==> src/rtl/ahb_lite_master_if.sv <==
// ----------------------------------------------------------------------------
// ahb_lite_master_if
// Purpose : bundles the client request/response handshake and the AHB-Lite
//           master-side bus signals of ahb_lite_master.
// Modports:
//   master - view of the initiator (drives req_ready, rsp_*, HADDR, HWRITE,
//            HTRANS, HSIZE, HWDATA; samples req_*, HRDATA, HREADY, HRESP)
//   slave  - complementary view for whatever sits on the other side
//            (client + bus fabric)
// ----------------------------------------------------------------------------
interface ahb_lite_master_if #(
    parameter int AW = 32,
    parameter int DW = 32
);
    // client side
    logic          req_valid;
    logic          req_ready;
    logic          req_write;
    logic [AW-1:0] req_addr;
    logic [DW-1:0] req_wdata;
    logic          rsp_valid;
    logic [DW-1:0] rsp_rdata;
    logic          rsp_err;

    // AHB-Lite bus side
    logic [AW-1:0] HADDR;
    logic          HWRITE;
    logic [1:0]    HTRANS;
    logic [2:0]    HSIZE;
    logic [DW-1:0] HWDATA;
    logic [DW-1:0] HRDATA;
    logic          HREADY;
    logic          HRESP;

    modport master (
        input  req_valid, req_write, req_addr, req_wdata,
        output req_ready, rsp_valid, rsp_rdata, rsp_err,
        output HADDR, HWRITE, HTRANS, HSIZE, HWDATA,
        input  HRDATA, HREADY, HRESP
    );

    modport slave (
        output req_valid, req_write, req_addr, req_wdata,
        input  req_ready, rsp_valid, rsp_rdata, rsp_err,
        input  HADDR, HWRITE, HTRANS, HSIZE, HWDATA,
        output HRDATA, HREADY, HRESP
    );
endinterface

==> src/rtl/ahb_lite_master.sv <==
// ----------------------------------------------------------------------------
// ahb_lite_master
// Purpose : AHB-Lite initiator. Turns single-word client requests into
//           pipelined NONSEQ transfers, honours HREADY wait states, handles
//           the two-cycle ERROR response (cancel + replay of the pipelined
//           transfer) and returns a one-cycle registered response pulse.
// Ports   :
//   HCLK    - bus clock, rising edge
//   HRESET  - asynchronous, active-high reset
//   bus     - ahb_lite_master_if.master (client req/rsp + AHB-Lite bus)
// ----------------------------------------------------------------------------
module ahb_lite_master #(
    parameter int AW = 32,
    parameter int DW = 32
) (
    input logic               HCLK,
    input logic               HRESET,
    ahb_lite_master_if.master bus
);
    localparam logic [1:0] HTRANS_IDLE   = 2'b00;
    localparam logic [1:0] HTRANS_NONSEQ = 2'b10;
    localparam logic [2:0] HSIZE_WORD    = 3'b010;

    // address-phase register
    logic          ap_v;
    logic          ap_wr;
    logic [AW-1:2] ap_addr;
    logic [DW-1:0] ap_wdata;

    // data-phase register
    logic          dp_v;
    logic          dp_wr;
    logic [DW-1:0] dp_wdata;

    // set between the two ERROR cycles; suppresses the pending address phase
    logic          cx;

    logic          rsp_valid_q;
    logic [DW-1:0] rsp_rdata_q;
    logic          rsp_err_q;

    logic          ready;
    logic          accept;

    // word transfers only: the byte-lane bits of the request are dropped
    logic          unused_addr_lsb;
    assign unused_addr_lsb = ^bus.req_addr[1:0];

    // A loaded AP can only be replaced on an advance edge, and nothing is
    // accepted while an error is being retired.
    assign ready  = ~cx & (~ap_v | bus.HREADY);
    assign accept = bus.req_valid & ready;

    assign bus.req_ready = ready;
    assign bus.HTRANS    = (ap_v & ~cx) ? HTRANS_NONSEQ : HTRANS_IDLE;
    assign bus.HADDR     = {ap_addr, 2'b00};
    assign bus.HWRITE    = ap_wr;
    assign bus.HSIZE     = HSIZE_WORD;
    assign bus.HWDATA    = dp_wr ? dp_wdata : '0;
    assign bus.rsp_valid = rsp_valid_q;
    assign bus.rsp_rdata = rsp_rdata_q;
    assign bus.rsp_err   = rsp_err_q;

    always_ff @(posedge HCLK or posedge HRESET) begin
        if (HRESET) begin
            ap_v        <= 1'b0;
            ap_wr       <= 1'b0;
            ap_addr     <= '0;
            ap_wdata    <= '0;
            dp_v        <= 1'b0;
            dp_wr       <= 1'b0;
            dp_wdata    <= '0;
            cx          <= 1'b0;
            rsp_valid_q <= 1'b0;
            rsp_rdata_q <= '0;
            rsp_err_q   <= 1'b0;
        end else begin
            // completion of whatever sits in the data phase
            rsp_valid_q <= dp_v & bus.HREADY;
            if (dp_v & bus.HREADY) begin
                rsp_rdata_q <= dp_wr ? '0 : bus.HRDATA;
                rsp_err_q   <= bus.HRESP;
            end

            if (cx) begin
                // second ERROR cycle: retire DP, keep AP for replay
                if (bus.HREADY) begin
                    dp_v  <= 1'b0;
                    dp_wr <= 1'b0;
                    cx    <= 1'b0;
                end
            end else if (bus.HREADY) begin
                // advance: AP moves into the data phase, AP reloads
                dp_v     <= ap_v;
                dp_wr    <= ap_v & ap_wr;
                dp_wdata <= ap_wdata;
                ap_v     <= accept;
                if (accept) begin
                    ap_wr    <= bus.req_write;
                    ap_addr  <= bus.req_addr[AW-1:2];
                    ap_wdata <= bus.req_wdata;
                end
            end else begin
                // wait state: only an empty AP may load (ready implies ~ap_v)
                if (accept) begin
                    ap_v     <= 1'b1;
                    ap_wr    <= bus.req_write;
                    ap_addr  <= bus.req_addr[AW-1:2];
                    ap_wdata <= bus.req_wdata;
                end
                // first ERROR cycle: drop HTRANS to IDLE next cycle
                if (dp_v & bus.HRESP) begin
                    cx <= 1'b1;
                end
            end
        end
    end
endmodule
==> src/flat_wrapper.sv <==
// flat-port wrapper written by rule: the top's interface ports become plain ports
module ahb_lite_master_flat 
#(
    parameter int AW = 32,
    parameter int DW = 32
)
  (HCLK, HRESET, bus_req_valid, bus_req_write, bus_req_addr, bus_req_wdata, bus_req_ready, bus_rsp_valid, bus_rsp_rdata, bus_rsp_err, bus_HADDR, bus_HWRITE, bus_HTRANS, bus_HSIZE, bus_HWDATA, bus_HRDATA, bus_HREADY, bus_HRESP);
  ahb_lite_master_if #(.AW(AW), .DW(DW)) bus_i ();
  input logic HCLK;
  input logic HRESET;
  input wire logic [$bits(bus_i.req_valid)-1:0] bus_req_valid;
  input wire logic [$bits(bus_i.req_write)-1:0] bus_req_write;
  input wire logic [$bits(bus_i.req_addr)-1:0] bus_req_addr;
  input wire logic [$bits(bus_i.req_wdata)-1:0] bus_req_wdata;
  output wire logic [$bits(bus_i.req_ready)-1:0] bus_req_ready;
  output wire logic [$bits(bus_i.rsp_valid)-1:0] bus_rsp_valid;
  output wire logic [$bits(bus_i.rsp_rdata)-1:0] bus_rsp_rdata;
  output wire logic [$bits(bus_i.rsp_err)-1:0] bus_rsp_err;
  output wire logic [$bits(bus_i.HADDR)-1:0] bus_HADDR;
  output wire logic [$bits(bus_i.HWRITE)-1:0] bus_HWRITE;
  output wire logic [$bits(bus_i.HTRANS)-1:0] bus_HTRANS;
  output wire logic [$bits(bus_i.HSIZE)-1:0] bus_HSIZE;
  output wire logic [$bits(bus_i.HWDATA)-1:0] bus_HWDATA;
  input wire logic [$bits(bus_i.HRDATA)-1:0] bus_HRDATA;
  input wire logic [$bits(bus_i.HREADY)-1:0] bus_HREADY;
  input wire logic [$bits(bus_i.HRESP)-1:0] bus_HRESP;
  assign bus_i.req_valid = bus_req_valid;
  assign bus_i.req_write = bus_req_write;
  assign bus_i.req_addr = bus_req_addr;
  assign bus_i.req_wdata = bus_req_wdata;
  assign bus_req_ready = bus_i.req_ready;
  assign bus_rsp_valid = bus_i.rsp_valid;
  assign bus_rsp_rdata = bus_i.rsp_rdata;
  assign bus_rsp_err = bus_i.rsp_err;
  assign bus_HADDR = bus_i.HADDR;
  assign bus_HWRITE = bus_i.HWRITE;
  assign bus_HTRANS = bus_i.HTRANS;
  assign bus_HSIZE = bus_i.HSIZE;
  assign bus_HWDATA = bus_i.HWDATA;
  assign bus_i.HRDATA = bus_HRDATA;
  assign bus_i.HREADY = bus_HREADY;
  assign bus_i.HRESP = bus_HRESP;
  ahb_lite_master #(.AW(AW), .DW(DW)) u_core (.HCLK(HCLK), .HRESET(HRESET), .bus(bus_i));
endmodule
==> config.mk <==
export PLATFORM = sky130hd
export DESIGN_NAME = ahb_lite_master_flat
export DESIGN_NICKNAME = d
export VERILOG_FILES = /design/src/rtl/ahb_lite_master_if.sv /design/src/rtl/ahb_lite_master.sv /design/src/flat_wrapper.sv
export SDC_FILE = /design/constraint.sdc
export NUM_CORES = 1
export LEC_CHECK = 0
export ABC_AREA = 0
export BUFFER_PORTS_ARGS = -buffer_cell sky130_fd_sc_hd__clkbuf_2
export CAP_MARGIN = 20
export CORE_MARGIN = 5
export CORE_UTILIZATION = 30
export CTS_CLUSTER_DIAMETER = 50
export CTS_CLUSTER_SIZE = 8
export DETAILED_ROUTE_END_ITERATION = 6
export GPL_TIMING_DRIVEN = 0
export HOLD_SLACK_MARGIN = 0.1
export SYNTH_ARGS = -nofsm -noshare
export SYNTH_HDL_FRONTEND = slang
export SYNTH_SLANG_ARGS = --single-unit
==> constraint.sdc <==
create_clock -name HCLK -period 4.6 [get_ports HCLK]
set_input_delay 0.46 -clock HCLK [delete_from_list [all_inputs] [get_ports HCLK]]
set_output_delay 0.46 -clock HCLK [all_outputs]
set_load 0.03 [all_outputs]
==> results of run 1 <==
[sequential cells by signal (all words and copies together), names as in the netlist, 30 cells and up]
register / count
u_core.dp_wdata: 32
u_core.ap_wdata: 32
u_core.bus.rsp_rdata: 32
u_core.ap_addr: 30
[power by group through the flow]
stage	logic, µW	registers, µW	clock network (µW)
3_5_place_dp	1470	1740	0
3_3_place_gp	1440	1720	0
5_1_grt	1550	1770	1560
6_report	1450	1720	1460
4_1_cts	1470	1720	1500
2_1_floorplan	711	2030	0
[metrics by stage]
| step | hold WS [ns] | util (%) | worst slack, ns | cells |
|---|---|---|---|---|
| after floorplan | 0.461 | - | 0.586 | 409 |
| after global placement | 0.464 | 37.2 | -0.835 | 841 |
| after detailed placement | 0.474 | 37.4 | 2.69 | 842 |
| after CTS | 0.253 | 40.9 | 2.24 | 875 |
| after global routing | 0.260 | 40.9 | 2.19 | 875 |
| final | 0.277 | 40.9 | 2.36 | 875 |
[metal layers]
metal / track usage, % / vias up / share of wire (%)
met3: 5.00 / 9 / 7.7
met2: 21.5 / 124 / 49
met4: 3.53 / 2 / 0.84
met5: 0 / - / 0.095
li1: - / 1782 / -
met1: 16.0 / 1877 / 42
[cell type report]
| cell class | instances | share of cell area, % |
|---|---|---|
| Clock buffer | 18 | 5.79 |
| Tap cell | 234 | 3.86 |
| Sequential cell | 133 | 43.8 |
| Clock inverter | 14 | 2.62 |
| Inverter | 3 | 0.214 |
| Multi-Input combinational cell | 244 | 26.7 |
| Buffer | 29 | 3.40 |
| Timing Repair Buffer | 200 | 13.5 |
[cell families after synthesis]
kind of cell           share of synthesized area (%)
DFF                                             59.3
and+or+nand+nor                                 9.25
muxes                                           23.5
AOI/OAI and AO/OA                               3.03
buffers and inverters                           4.79
other                                          0.134
[how the worst max path moves through the flow]
| stage | to | depth (start not counted) | slack, ns | startpoint |
|---|---|---|---|---|
| after global routing | bus_HWDATA[2] | 3 | 2.19 | u_core.dp_wr |
| after floorplan | u_core.ap_addr[10] | 1 | 0.59 | HRESET |
| after detailed placement | bus_HWDATA[8] | 3 | 2.69 | u_core.dp_wr |
| final | bus_HWDATA[8] | 3 | 2.36 | u_core.dp_wr |
| after CTS | bus_HWDATA[8] | 3 | 2.24 | u_core.dp_wr |
| after global placement | u_core.bus.rsp_rdata[25] | 2 | -0.83 | HRESET |
[worst max-delay path: stages, from the launching register on]
cell	delay (ns)
dfrtp_1	0.49
clkbuf_1	0.45
and2_1	0.23
clkbuf_2	0.21
[placed cells by master (no fill, tap or decap), types with 2 or more instances in the layout]
cell          n
clkbuf_2    198
dfrtp_1     133
nand2_1      67
mux2_4       60
mux2_2       37
o21ai_0      33
and2_1       32
clkbuf_16    17
clkbuf_1      9
buf_12        6
buf_4         6
conb_1        6
buf_2         5
inv_6         4
bufinv_16     4
clkinvlp_4    4
buf_6         3
inv_1         2
nor2_1        2
clkinv_4      2
[repair_timing]
item | 4_1_cts | 5_1_grt
hold buffers | 1 | 0
hold endpoints to repair | 43 | 0
setup endpoints to repair | 0 | 0
==> impl_metrics.toml, run 1 <==
[worst_setup_path]
start_kind = "flip-flop"
reg2reg_slack_ns = 2.99
end_kind = "output pin"
required_ns = 4.14
r2r-end = "u_core.ap_wdata[17]"
reg2regPathDepth = 4
arrival_ns = 1.78
crit_type = "reg2out"
crit_path_max_fanout = 10
r2r_start = "u_core.cx"

[hold_path]
worstHoldEndpoint = "u_core.bus.rsp_rdata[17]"
hold_start = "bus_HRDATA[17]"
holdCritPathClass = "in2reg"
holdPathStages = 3

[floorplan]
dieArea_um2 = 21500
die_y_um = 147
die_w_um = 147
start_util_pct = 30.2
core-area_um2 = 18600
ios = 207
rows = 50

[cts]
cts-htree-levels = 4
cts-root-buf = "clkbuf_16"
numCtsBuffers = 17
clock-sinks = 133
clock_latency_ns = 0.41
cts_resized = 0
clk_path_buf_depth = 2
clk_pin_slew_ns = 0.06
cts_tree = "done"
post_cts_buffers = 0

[pwr]
pwr-share-seq_pct = 37.1
p_switching_uw = 1590
power_density_nw_per_um2 = 608
clkPwrFrac_pct = 31.6
power_leakage_uw = 0.00386
power.internal_uw = 3030
ir_worst_vdd_mv = 0.227
swShare_pct = 34.3
total_power_uw = 4620
p_comb_share_pct = 31.3

[synth]
ys_seq_area_share_pct = 59.3
async_reset_ff_share_pct = 100
synth_top_area_cell = "dfrtp_1"
yosysWarnings = 0
synth.avg_cell_area_um2 = 13.9
ys_ff_latch = 133
synth-main-ff-cell = "dfrtp_1"
synth.cell_area_um2 = 5610
yosysUniqueCellTypes = 21
synthTopCellsByArea = "dfrtp_1 59%, mux2_4 16%, mux2_2 7.4%"
netlist_instances = 405
synth_top_cell_area_share_pct = 59.3
yosysMostFrequentCell = "dfrtp_1"
synthTopCellsByCount = "133 x dfrtp_1, 67 x nand2_1, 60 x mux2_4, 37 x mux2_2, 33 x o21ai_0"
synth_edf_count = 0

[route]
drtAntennaViolNets = 0
wl_um = 13700
route.detailed.wl_per_inst_um = 15.7
vias = 3794
post-route-drc-count = 0
via_per_inst = 4.34
drtIter0Drc = 100
drt_first_pass_iters = 4

[place]
dpl.hpwl_um = 10200
gp_congestion = 0.729
placed_area_um2 = 6940
io_buffer_count = 198

[grt]
grtUsageTotal_pct = 13.0
grt_overflow = 0
grt_pass1_vias = 4289
grt_max_degree = 91
grt_first_pass_wirelength_um = 22500
antenna_found_initial = 1

[timing]
setup_viol = 0
finalHoldViolations = 0
relSlewSlack_pct = 65.7
drv_slew = 0
worstMarginPinSlew_ns = 0.514
period_minus_slack_ns = 2.24
tns_ns = 0
skew_ns = 0.00574
rsz0062_at_grt = "no"
finalCritPeriodShare_pct = 48.8
max_freq_mhz = 446

[final_layout]
antennaDiodeCount = 0
register_area_um2 = 3330
fillers = 1760
multi_input_area_um2 = 2030
area_growth_pct = 35.3
final_cell_area_um2 = 7590
layout-drive-gt1-share_pct = 54.9
nets = 730

[job]
maxCapViolations = 0

[run_status]
outcome = "complete, no violations"
No activity file was read; power rests on OpenSTA's default activity.
==> run 2, diff against run 1 <==
clock period = 2 ns   (was 4.6 ns; I/O delays follow)
==> impl_metrics.toml, run 2 (same netlist as run 1, synthesis figures left out) <==
[final_layout]
nets = 830
mostFrequentLayoutCell = "clkbuf_2"
antennaDiodeCount = 0
utilization_pct = 45.9
mostFrequentLayoutCells = "200 x clkbuf_2, 133 x dfrtp_1, 99 x dlygate4sd3_1, 67 x nand2_1, 60 x mux2_4"
area_growth_pct = 52.0
final_cell_area_um2 = 8530
layout-drive-gt1-share_pct = 47.4

[cts]
cts-htree-levels = 4
post_cts_buffers = 0
numCtsBuffers = 17
cts_tree = "done"
cts-root-buf = "clkbuf_16"
clk_path_buf_depth = 2
clk_pin_slew_ns = 0.06
clock_latency_ns = 0.40
clock-sinks = 133

[timing]
drv_slew = 0
finalHoldWorstSlack_ns = 0.356
skew_ns = 0.00565
rsz0062_at_grt = "no"
finalHoldViolations = 0
setup_viol = 0
finalCritPeriodShare_pct = 88.6
period_minus_slack_ns = 1.77
max_freq_mhz = 565
tns_ns = 0

[place]
gp_congestion = 0.733
io_buffer_count = 198
dpl.hpwl_um = 10300
placed_area_um2 = 6970

[route]
wl_um = 15000
drtAntennaViolNets = 0
via_per_inst = 4.31
drt_first_pass_iters = 4
post-route-drc-count = 0
route.detailed.wl_per_inst_um = 15.4
vias = 4205
drtIter0Drc = 102

[worst_setup_path]
path_cells = "clkbuf_1 -> and2_1 -> clkbuf_2"
r2r_start = "u_core.cx"
cpPeakStageDelay_ns = 0.47
r2r-end = "u_core.ap_addr[11]"
reg2reg_slack_ns = 0.39
cp-endpoint = "bus_HWDATA[18]"
crit_start = "u_core.dp_wr"
crit_path_max_fanout = 10
reg2regPathDepth = 4
start_kind = "flip-flop"
end_kind = "output pin"
crit_type = "reg2out"
arrival_ns = 1.57
crit_path_top_delay_cell = "dfrtp_1"
required_ns = 1.80

[grt]
grt_first_pass_wirelength_um = 24100
grt_max_degree = 45
grt_overflow = 0
grt_pass1_vias = 4698
antenna_found_initial = 0
grtUsageTotal_pct = 14.0

[floorplan]
die_w_um = 147
rows = 50
die_y_um = 147
dieArea_um2 = 21500
core-area_um2 = 18600
ios = 207
start_util_pct = 30.2

[pwr]
clkPwrFrac_pct = 28.5
ir_worst_vdd_mv = 0.618
power_density_nw_per_um2 = 1230
power.internal_uw = 6840
pwr-share-seq_pct = 37.8
swShare_pct = 34.6
p_switching_uw = 3610
power_leakage_uw = 0.00426
p_comb_share_pct = 33.6

[hold_path]
holdCritPathClass = "in2async"

[run_status]
outcome = "complete, no violations"

[job]
maxCapViolations = 0
-- run 2: cell types whose count changed in the layout (fill, tap and decap cells not counted), moves of 2 or more --
cell | before | now
bufinv_16 | 4 | 2
clkbuf_2 | 198 | 200
clkbuf_1 | 9 | 12
inv_6 | 4 | 0
buf_12 | 6 | 9
dlygate4sd3_1 | 1 | 99
clkinv_2 | 1 | 4
-- run 2: cell type report --
cell class,instances,area (µm²)
tap,234,293
buffer,29,260
timing repair buffer,300,2040
sequential,133,3330
clock inverter,9,104
multi-input combinational,244,2030
clock buffer,23,458
fill,1668,10100
inverter,3,15.0
-- run 2: repair_timing --
item | 4_1_cts | 5_1_grt
hold buffers | 99 | 0
endpoints found under the hold margin | 114 | 0
gates resized for setup | 1 | 2
endpoints found under the setup margin | 10 | 10
-- run 2: worst max-delay path, delay by kind of cell, from the launching register on --
kind	cells	cell delay (ns)
DFF	1	0.47
buffers and inverters	2	0.51
and+or+nand+nor	1	0.19
-- run 2: how the worst min path moves through the flow --
stage                      from                  to  slack [ns]  cells past startpoint
2_1_floorplan        bus_HREADY           u_core.cx        0.27                      1
3_3_place_gp   bus_req_addr[25]  u_core.ap_addr[25]        0.43                      2
3_5_place_dp             HRESET  u_core.ap_addr[13]        0.22                      2
4_1_cts                  HRESET   u_core.ap_addr[8]        0.34                      3
5_1_grt                  HRESET  u_core.ap_addr[13]        0.37                      3
6_report                 HRESET  u_core.ap_addr[13]        0.36                      3
-- run 2: metal layers --
metal | wire length (µm) | GRT usage, % | vias up
met5 | 0 | 0 | -
met4 | 371 | 5.55 | 0
met3 | 854 | 4.75 | 28
met2 | 7620 | 24.4 | 140
met1 | 6190 | 15.8 | 2048
li1 | - | - | 1989
-- run 2: power by group through the flow --
| stage | sequential (µW) | clock, µW | combinational [µW] |
|---|---|---|---|
| floorplan | 4670 | 0 | 1630 |
| global placement | 3950 | 0 | 3310 |
| global route | 4060 | 3190 | 3750 |
| CTS | 3960 | 3070 | 3550 |
| detailed placement | 3990 | 0 | 3400 |
| finish | 3960 | 2980 | 3510 |
-- run 2: per-stage QoR --
stage          power (µW)  std cells  worst slack [ns]
2_1_floorplan        6310        409             0.149
3_3_place_gp         7250        841            -0.650
3_5_place_dp         7390        844             0.359
4_1_cts             10600        975            0.0635
5_1_grt             11000        975            0.0446
6_report            10500        975             0.229
